**src/rtl/shared_adder_arbiter_if.sv**
```systemverilog
// Requester/consumer-facing signal bundle of the shared adder arbiter.
// The master modport belongs to the requesters and consumer, and the slave modport belongs to the arbiter.
interface shared_adder_arbiter_if #(
  parameter int N = 4
);
  logic [2:0]     req;
  logic [3*N-1:0] a_bus;
  logic [3*N-1:0] b_bus;
  logic [2:0]     gnt;
  logic           busy;
  logic           rsp_valid;
  logic           rsp_ready;
  logic [1:0]     rsp_id;
  logic [N:0]     rsp_sum;
  logic [15:0]    op_count;

  modport master (
    output req, a_bus, b_bus, rsp_ready,
    input  gnt, busy, rsp_valid, rsp_id, rsp_sum, op_count
  );

  modport slave (
    input  req, a_bus, b_bus, rsp_ready,
    output gnt, busy, rsp_valid, rsp_id, rsp_sum, op_count
  );
endinterface

```
**src/rtl/shared_adder_arbiter.sv**
```systemverilog
// One registered N-bit adder time-shared by three requesters.
// The requesters are arbitrated round-robin, and each result is returned on a valid/ready response port.
module shared_adder_arbiter #(
  parameter int N    = 4,
  parameter int NREQ = 3
) (
  input logic                clk,
  input logic                rst_n,
  shared_adder_arbiter_if.slave bus
);

  typedef enum logic [1:0] {
    IDLE = 2'd0,
    CALC = 2'd1,
    RESP = 2'd2
  } state_t;

  state_t          state_r, state_nxt_s;
  logic [N-1:0]    a_q_r, a_q_nxt_s;
  logic [N-1:0]    b_q_r, b_q_nxt_s;
  logic [1:0]      id_q_r, id_q_nxt_s;
  logic [1:0]      last_id_r, last_id_nxt_s;
  logic [NREQ-1:0] gnt_r, gnt_nxt_s;
  logic            busy_r;
  logic            rsp_valid_r, rsp_valid_nxt_s;
  logic [1:0]      rsp_id_r, rsp_id_nxt_s;
  logic [N:0]      rsp_sum_r, rsp_sum_nxt_s;
  logic [15:0]     op_count_r, op_count_nxt_s;
  logic [1:0]      win_s;

  // Search starts just after the last served requester; later hits are overwritten by earlier ones.
  function automatic logic [1:0] pick_winner(input logic [2:0] req_v, input logic [1:0] last);
    logic [1:0] win;
    logic [1:0] idx;
    win = 2'd0;
    for (int k = NREQ; k >= 1; k--) begin
      idx = 2'((32'(last) + 32'(k)) % 32'(NREQ));
      if (req_v[idx]) begin
        win = idx;
      end else begin
        win = win;
      end
    end
    return win;
  endfunction

  assign win_s = pick_winner(bus.req, last_id_r);

  // State register.
  always_ff @(posedge clk or negedge rst_n) begin
    if (!rst_n) begin
      state_r <= IDLE;
    end else begin
      state_r <= state_nxt_s;
    end
  end

  // Next-state logic.
  always_comb begin
    state_nxt_s = state_r;
    case (state_r)
      IDLE: begin
        if (bus.req != 3'b000) begin
          state_nxt_s = CALC;
        end else begin
          state_nxt_s = IDLE;
        end
      end
      CALC: state_nxt_s = RESP;
      RESP: begin
        if (bus.rsp_ready) begin
          state_nxt_s = IDLE;
        end else begin
          state_nxt_s = RESP;
        end
      end
      default: state_nxt_s = IDLE;
    endcase
  end

  // Next values of the registered outputs and captured operands.
  always_comb begin
    a_q_nxt_s       = a_q_r;
    b_q_nxt_s       = b_q_r;
    id_q_nxt_s      = id_q_r;
    last_id_nxt_s   = last_id_r;
    gnt_nxt_s       = {NREQ{1'b0}};
    rsp_valid_nxt_s = rsp_valid_r;
    rsp_id_nxt_s    = rsp_id_r;
    rsp_sum_nxt_s   = rsp_sum_r;
    op_count_nxt_s  = op_count_r;
    case (state_r)
      IDLE: begin
        if (bus.req != 3'b000) begin
          a_q_nxt_s  = bus.a_bus[32'(win_s)*N +: N];
          b_q_nxt_s  = bus.b_bus[32'(win_s)*N +: N];
          id_q_nxt_s = win_s;
          gnt_nxt_s  = NREQ'(3'b001 << win_s);
        end else begin
          gnt_nxt_s  = {NREQ{1'b0}};
        end
      end
      CALC: begin
        rsp_sum_nxt_s   = {1'b0, a_q_r} + {1'b0, b_q_r};
        rsp_id_nxt_s    = id_q_r;
        rsp_valid_nxt_s = 1'b1;
      end
      RESP: begin
        if (bus.rsp_ready) begin
          rsp_valid_nxt_s = 1'b0;
          last_id_nxt_s   = id_q_r;
          op_count_nxt_s  = op_count_r + 16'd1;
        end else begin
          rsp_valid_nxt_s = 1'b1;
        end
      end
      default: begin
        rsp_valid_nxt_s = 1'b0;
      end
    endcase
  end

  // Datapath and output registers; an async reset discards any in-flight operation.
  always_ff @(posedge clk or negedge rst_n) begin
    if (!rst_n) begin
      a_q_r       <= {N{1'b0}};
      b_q_r       <= {N{1'b0}};
      id_q_r      <= 2'd0;
      last_id_r   <= 2'd2;
      gnt_r       <= {NREQ{1'b0}};
      busy_r      <= 1'b0;
      rsp_valid_r <= 1'b0;
      rsp_id_r    <= 2'd0;
      rsp_sum_r   <= {(N+1){1'b0}};
      op_count_r  <= 16'd0;
    end else begin
      a_q_r       <= a_q_nxt_s;
      b_q_r       <= b_q_nxt_s;
      id_q_r      <= id_q_nxt_s;
      last_id_r   <= last_id_nxt_s;
      gnt_r       <= gnt_nxt_s;
      busy_r      <= (state_nxt_s != IDLE);
      rsp_valid_r <= rsp_valid_nxt_s;
      rsp_id_r    <= rsp_id_nxt_s;
      rsp_sum_r   <= rsp_sum_nxt_s;
      op_count_r  <= op_count_nxt_s;
    end
  end

  assign bus.gnt       = gnt_r;
  assign bus.busy      = busy_r;
  assign bus.rsp_valid = rsp_valid_r;
  assign bus.rsp_id    = rsp_id_r;
  assign bus.rsp_sum   = rsp_sum_r;
  assign bus.op_count  = op_count_r;

endmodule

```
**src/flat_wrapper.sv**
```systemverilog
// flat-port wrapper written by rule: the top's interface ports become plain ports
module shared_adder_arbiter_flat 
#(
  parameter int N    = 4,
  parameter int NREQ = 3
)
  (clk, rst_n, bus_req, bus_a_bus, bus_b_bus, bus_rsp_ready, bus_gnt, bus_busy, bus_rsp_valid, bus_rsp_id, bus_rsp_sum, bus_op_count);
  shared_adder_arbiter_if #(.N(N)) bus_i ();
  input logic clk;
  input logic rst_n;
  input wire logic [$bits(bus_i.req)-1:0] bus_req;
  input wire logic [$bits(bus_i.a_bus)-1:0] bus_a_bus;
  input wire logic [$bits(bus_i.b_bus)-1:0] bus_b_bus;
  input wire logic [$bits(bus_i.rsp_ready)-1:0] bus_rsp_ready;
  output wire logic [$bits(bus_i.gnt)-1:0] bus_gnt;
  output wire logic [$bits(bus_i.busy)-1:0] bus_busy;
  output wire logic [$bits(bus_i.rsp_valid)-1:0] bus_rsp_valid;
  output wire logic [$bits(bus_i.rsp_id)-1:0] bus_rsp_id;
  output wire logic [$bits(bus_i.rsp_sum)-1:0] bus_rsp_sum;
  output wire logic [$bits(bus_i.op_count)-1:0] bus_op_count;
  assign bus_i.req = bus_req;
  assign bus_i.a_bus = bus_a_bus;
  assign bus_i.b_bus = bus_b_bus;
  assign bus_i.rsp_ready = bus_rsp_ready;
  assign bus_gnt = bus_i.gnt;
  assign bus_busy = bus_i.busy;
  assign bus_rsp_valid = bus_i.rsp_valid;
  assign bus_rsp_id = bus_i.rsp_id;
  assign bus_rsp_sum = bus_i.rsp_sum;
  assign bus_op_count = bus_i.op_count;
  shared_adder_arbiter #(.N(N), .NREQ(NREQ)) u_core (.clk(clk), .rst_n(rst_n), .bus(bus_i));
endmodule
```
**config.mk**
```make
export PLATFORM = sky130hd
export DESIGN_NAME = shared_adder_arbiter_flat
export DESIGN_NICKNAME = d
export VERILOG_FILES = /design/src/rtl/shared_adder_arbiter_if.sv /design/src/rtl/shared_adder_arbiter.sv /design/src/flat_wrapper.sv
export SDC_FILE = /design/constraint.sdc
export NUM_CORES = 1
export LEC_CHECK = 0
export CAP_MARGIN = 25
export CORE_MARGIN = 5
export CORE_UTILIZATION = 52
export DETAILED_ROUTE_END_ITERATION = 7
export PLACE_DENSITY_LB_ADDON = 0.2
export SYNTH_ARGS = -nofsm -noshare
export SYNTH_HDL_FRONTEND = slang
export SYNTH_SLANG_ARGS = --single-unit
```
**constraint.sdc**
```tcl
create_clock -name clk -period 3.6 [get_ports clk]
set_clock_uncertainty 0.05 [all_clocks]
set_input_delay 0.72 -clock clk [delete_from_list [all_inputs] [get_ports clk]]
set_output_delay 0.72 -clock clk [all_outputs]
set_load 0.02 [all_outputs]
```
==> reports/metrics.csv <==
stage,metric,value,unit
worst_setup_path,Critical Path End Type,flip-flop,
clock_network,worst skew pair latency,0.29,ns
placement,routability congestion estimate,0.835,
yosys,Synth Area in XOR/XNOR,0.0681,
yosys,Post-synth EDFFs,0,
sta,worst slew pin tran,0.602,ns
yosys,Post-Syn Area,2190,um2
sta,Fmax achieved,0.410,GHz
yosys,Synth Area in Adders,0.0778,
finish,register area,1050,um2
sta,Max Slew Vio Count,0,
finish,antenna cells,0,
yosys,#FFs+latches synth,42,
clock_network,H-tree depth,2,
worst_setup_path,WP data required,3.69,ns
finish,fin area,2930,um2
route,Via density,5.26,
placement,Post-DP HPWL,3.57,mm
floorplan,Die X,74.9,um
clock_network,CTS Buf Count,5,
route,final WL,4.66,mm
worst_setup_path,Critical Path Fanout Max,13,
finish,Final nets,309,
global_routing,global-route wire length before repair,7.72,mm
yosys,"Seq/Total Area, Yosys",0.481,
global_routing,GRT Util Overall,0.182,
floorplan,FP Rows,23,
clock_network,CTS tree,yes,
finish,fill count,299,
worst_setup_path,CP arrival,2.53,ns
floorplan,full die area,5600,um2
yosys,largest family of logic cells by synthesized area,simple AND/OR/NAND/NOR gates,
clock_network,number of setup buffers added after CTS,0,
yosys,Syn Area/Cell,10.7,um2
run_status,status,"complete, no violations",
global_routing,initial antenna violation count,0,
min_path,Hold Crit Class,in -> async,
floorplan,die span in y,74.9,um
yosys,Post-Synth Simple-Gate Area,0.149,
clock_network,hold_buf cts,0,
finish,share of cells above drive strength 1,0.0714,
floorplan,IO Pins,58,
sta,final setup TNS,0,ns
sta,Final min period,2.44,ns
clock_network,post-CTS resize count,0,
yosys,Ys Warns,0,
global_routing,vias in the first global route,1654,
route,routed vias,1663,
route,DRT antenna net count,0,
route,DRC,0,
placement,I/O Buffers,57,
yosys,Mapped Nets,248,
pwr,PwrDens,755,nW/um2
floorplan,core footprint,4030,um2
yosys,"Top FF cell, synth",dfrtp_1,
yosys,Syn Inst Count,205,
yosys,post-synthesis compound-gate area fraction,0.0938,
job,max_cap viols,0,
sta,setup violators final,0,
route,DR WL/cell,14.8,um
yosys,post-synthesis mux area share,0.0950,
sta,fin crit share,0.677,
pwr,Leakage Power,1.30,nW
floorplan,Initial Util,0.543,
placement,area of placed instances,2800,um2
route,drt first pass iters,4,
clock_network,clk root buf,clkbuf_8,
worst_setup_path,CP Class,in -> reg,
clock_network,Num Clock Sinks,42,
finish,area grow syn2layout,34.0,%
sta,RSZ-0062 raised after global routing,false,
sta,final hold viol count,0,
clock_network,"CTS clk-pin slew, worst paths",0.08,ns
finish,multi-input logic area,1060,um2
global_routing,largest net degree at the start of global routing,43,
worst_setup_path,startpoint types,primary input,
yosys,ys async rst share,1.00,
yosys,synth unique cells,36,
pwr,VDD IR max,0.000499,V
sta,Max-Slew Margin vs Limit,0.596,
route,DR iter-0 viols,59,
global_routing,GRT Residual Overflow,0,
clock_network,CTS max path bufs,2,
-- layer usage --
layer,wire length (um),vias up,global-route usage
met4,52,0,0.0534
li1,-,831,-
met1,2120,792,0.240
met2,2260,35,0.297
met5,0,-,0
met3,227,5,0.0454
-- through the flow --
| stage | power [mW] | utilization | cells | hold slack [ns] | worst slack (ns) |
|---|---|---|---|---|---|
| 2_1_floorplan | 1.49 | - | 205 | 0.374 | 1.64 |
| 3_3_place_gp | 1.83 | 0.695 | 308 | 0.411 | 0.909 |
| 3_5_place_dp | 1.85 | 0.695 | 308 | 0.421 | 0.838 |
| 4_1_cts | 2.24 | 0.723 | 315 | 0.432 | 1.14 |
| 5_1_grt | 2.38 | 0.728 | 316 | 0.357 | 1.04 |
| 6_report | 2.21 | 0.728 | 316 | 0.337 | 1.16 |
-- report_power, final --
group	internal [mW]	switching (mW)	total (mW)
combinational	0.531	0.567	1.10
sequential	0.633	0.108	0.741
clock	0.222	0.154	0.376
total	1.39	0.829	2.21
-- critical path: stages --
cell,delay (ns)
clkdlybuf4s50_1,0.52
o31ai_1,0.27
buf_4,0.21
inv_1,0.19
o21ai_1,0.39
o221ai_1,0.22
-- final cells by class --
type	instances	share of cell area
multi-input combinational	145	0.361
sequential	42	0.359
timing repair buffer	60	0.205
clock buffer	6	0.0282
tap	50	0.0213
inverter	12	0.0154
clock inverter	1	0.0102
-- cell usage after synthesis, types with 4 or more instances --
cell      instances  share of area
xnor2_1          14          0.056
a21oi_1           4         0.0092
inv_1            12          0.021
nand3_1           9          0.021
mux2_2            6          0.031
o21ai_0           7          0.016
nand2_1          25          0.043
nor2b_1           4          0.011
o211ai_1          7          0.024
nor2_1            7          0.012
nand4_1           4          0.011
ha_1             12          0.069
mux2i_1          14          0.064
dfrtp_1          41           0.47
clkbuf_1          4         0.0069
-- registers in the layout, summed over array words and instances, names as in the netlist --
signal and count:
u_core.bus.busy 1, u_core.last_id_r 2, u_core.id_q_r 2, u_core.a_q_r 4, u_core.state_r 2, u_core.bus.rsp_valid 1
u_core.b_q_r 4, u_core.bus.rsp_sum 5, u_core.bus.op_count 16, u_core.bus.rsp_id 2, u_core.bus.gnt 3
-- cell families (layout without fill, tap and decap cells) --
group | Yosys count | after routing
adder cells (fa/ha/maj) | 13 | 13
multiplexers | 20 | 20
XOR/XNOR | 17 | 17
buffers and inverters | 18 | 79
AND/OR/NAND/NOR | 65 | 65
flip-flops | 42 | 42
AO/OA/AOI/OAI | 30 | 30
-- path summary, 6_finish.rpt --
| kind | slack, ns | depth (start not counted) | to | start |
|---|---|---|---|---|
| hold reg to reg | 0.43 | 1 | u_core.bus.op_count[15] | u_core.bus.op_count[15] |
| hold / removal | 0.34 | 2 | u_core.bus.gnt[1] | rst_n |
| setup reg to reg | 1.39 | 8 | u_core.a_q_r[1] | u_core.last_id_r[1] |
| min in group clk | 0.43 | 1 | u_core.bus.op_count[15] | u_core.bus.op_count[15] |
| setup / recovery | 1.16 | 6 | u_core.a_q_r[1] | bus_req[1] |
| max in group asynchronous | 2.89 | 2 | u_core.last_id_r[1] | rst_n |
-- cells in the final DEF (no fill, tap or decap), types with 3 or more instances in the layout --
cell type	count
dfrtp_1	41
inv_1	12
nor2b_1	4
nand4_1	4
a21o_1	3
xor2_1	3
nor2_1	7
nand2_1	25
nand2b_1	3
clkbuf_8	6
mux2i_1	14
ha_1	12
mux2_2	6
o221ai_1	3
clkdlybuf4s50_1	56
nand3_1	9
o211ai_1	7
xnor2_1	14
nor3_1	3
a21oi_1	4
o21ai_0	7
Power figures use the tool's default switching activity.
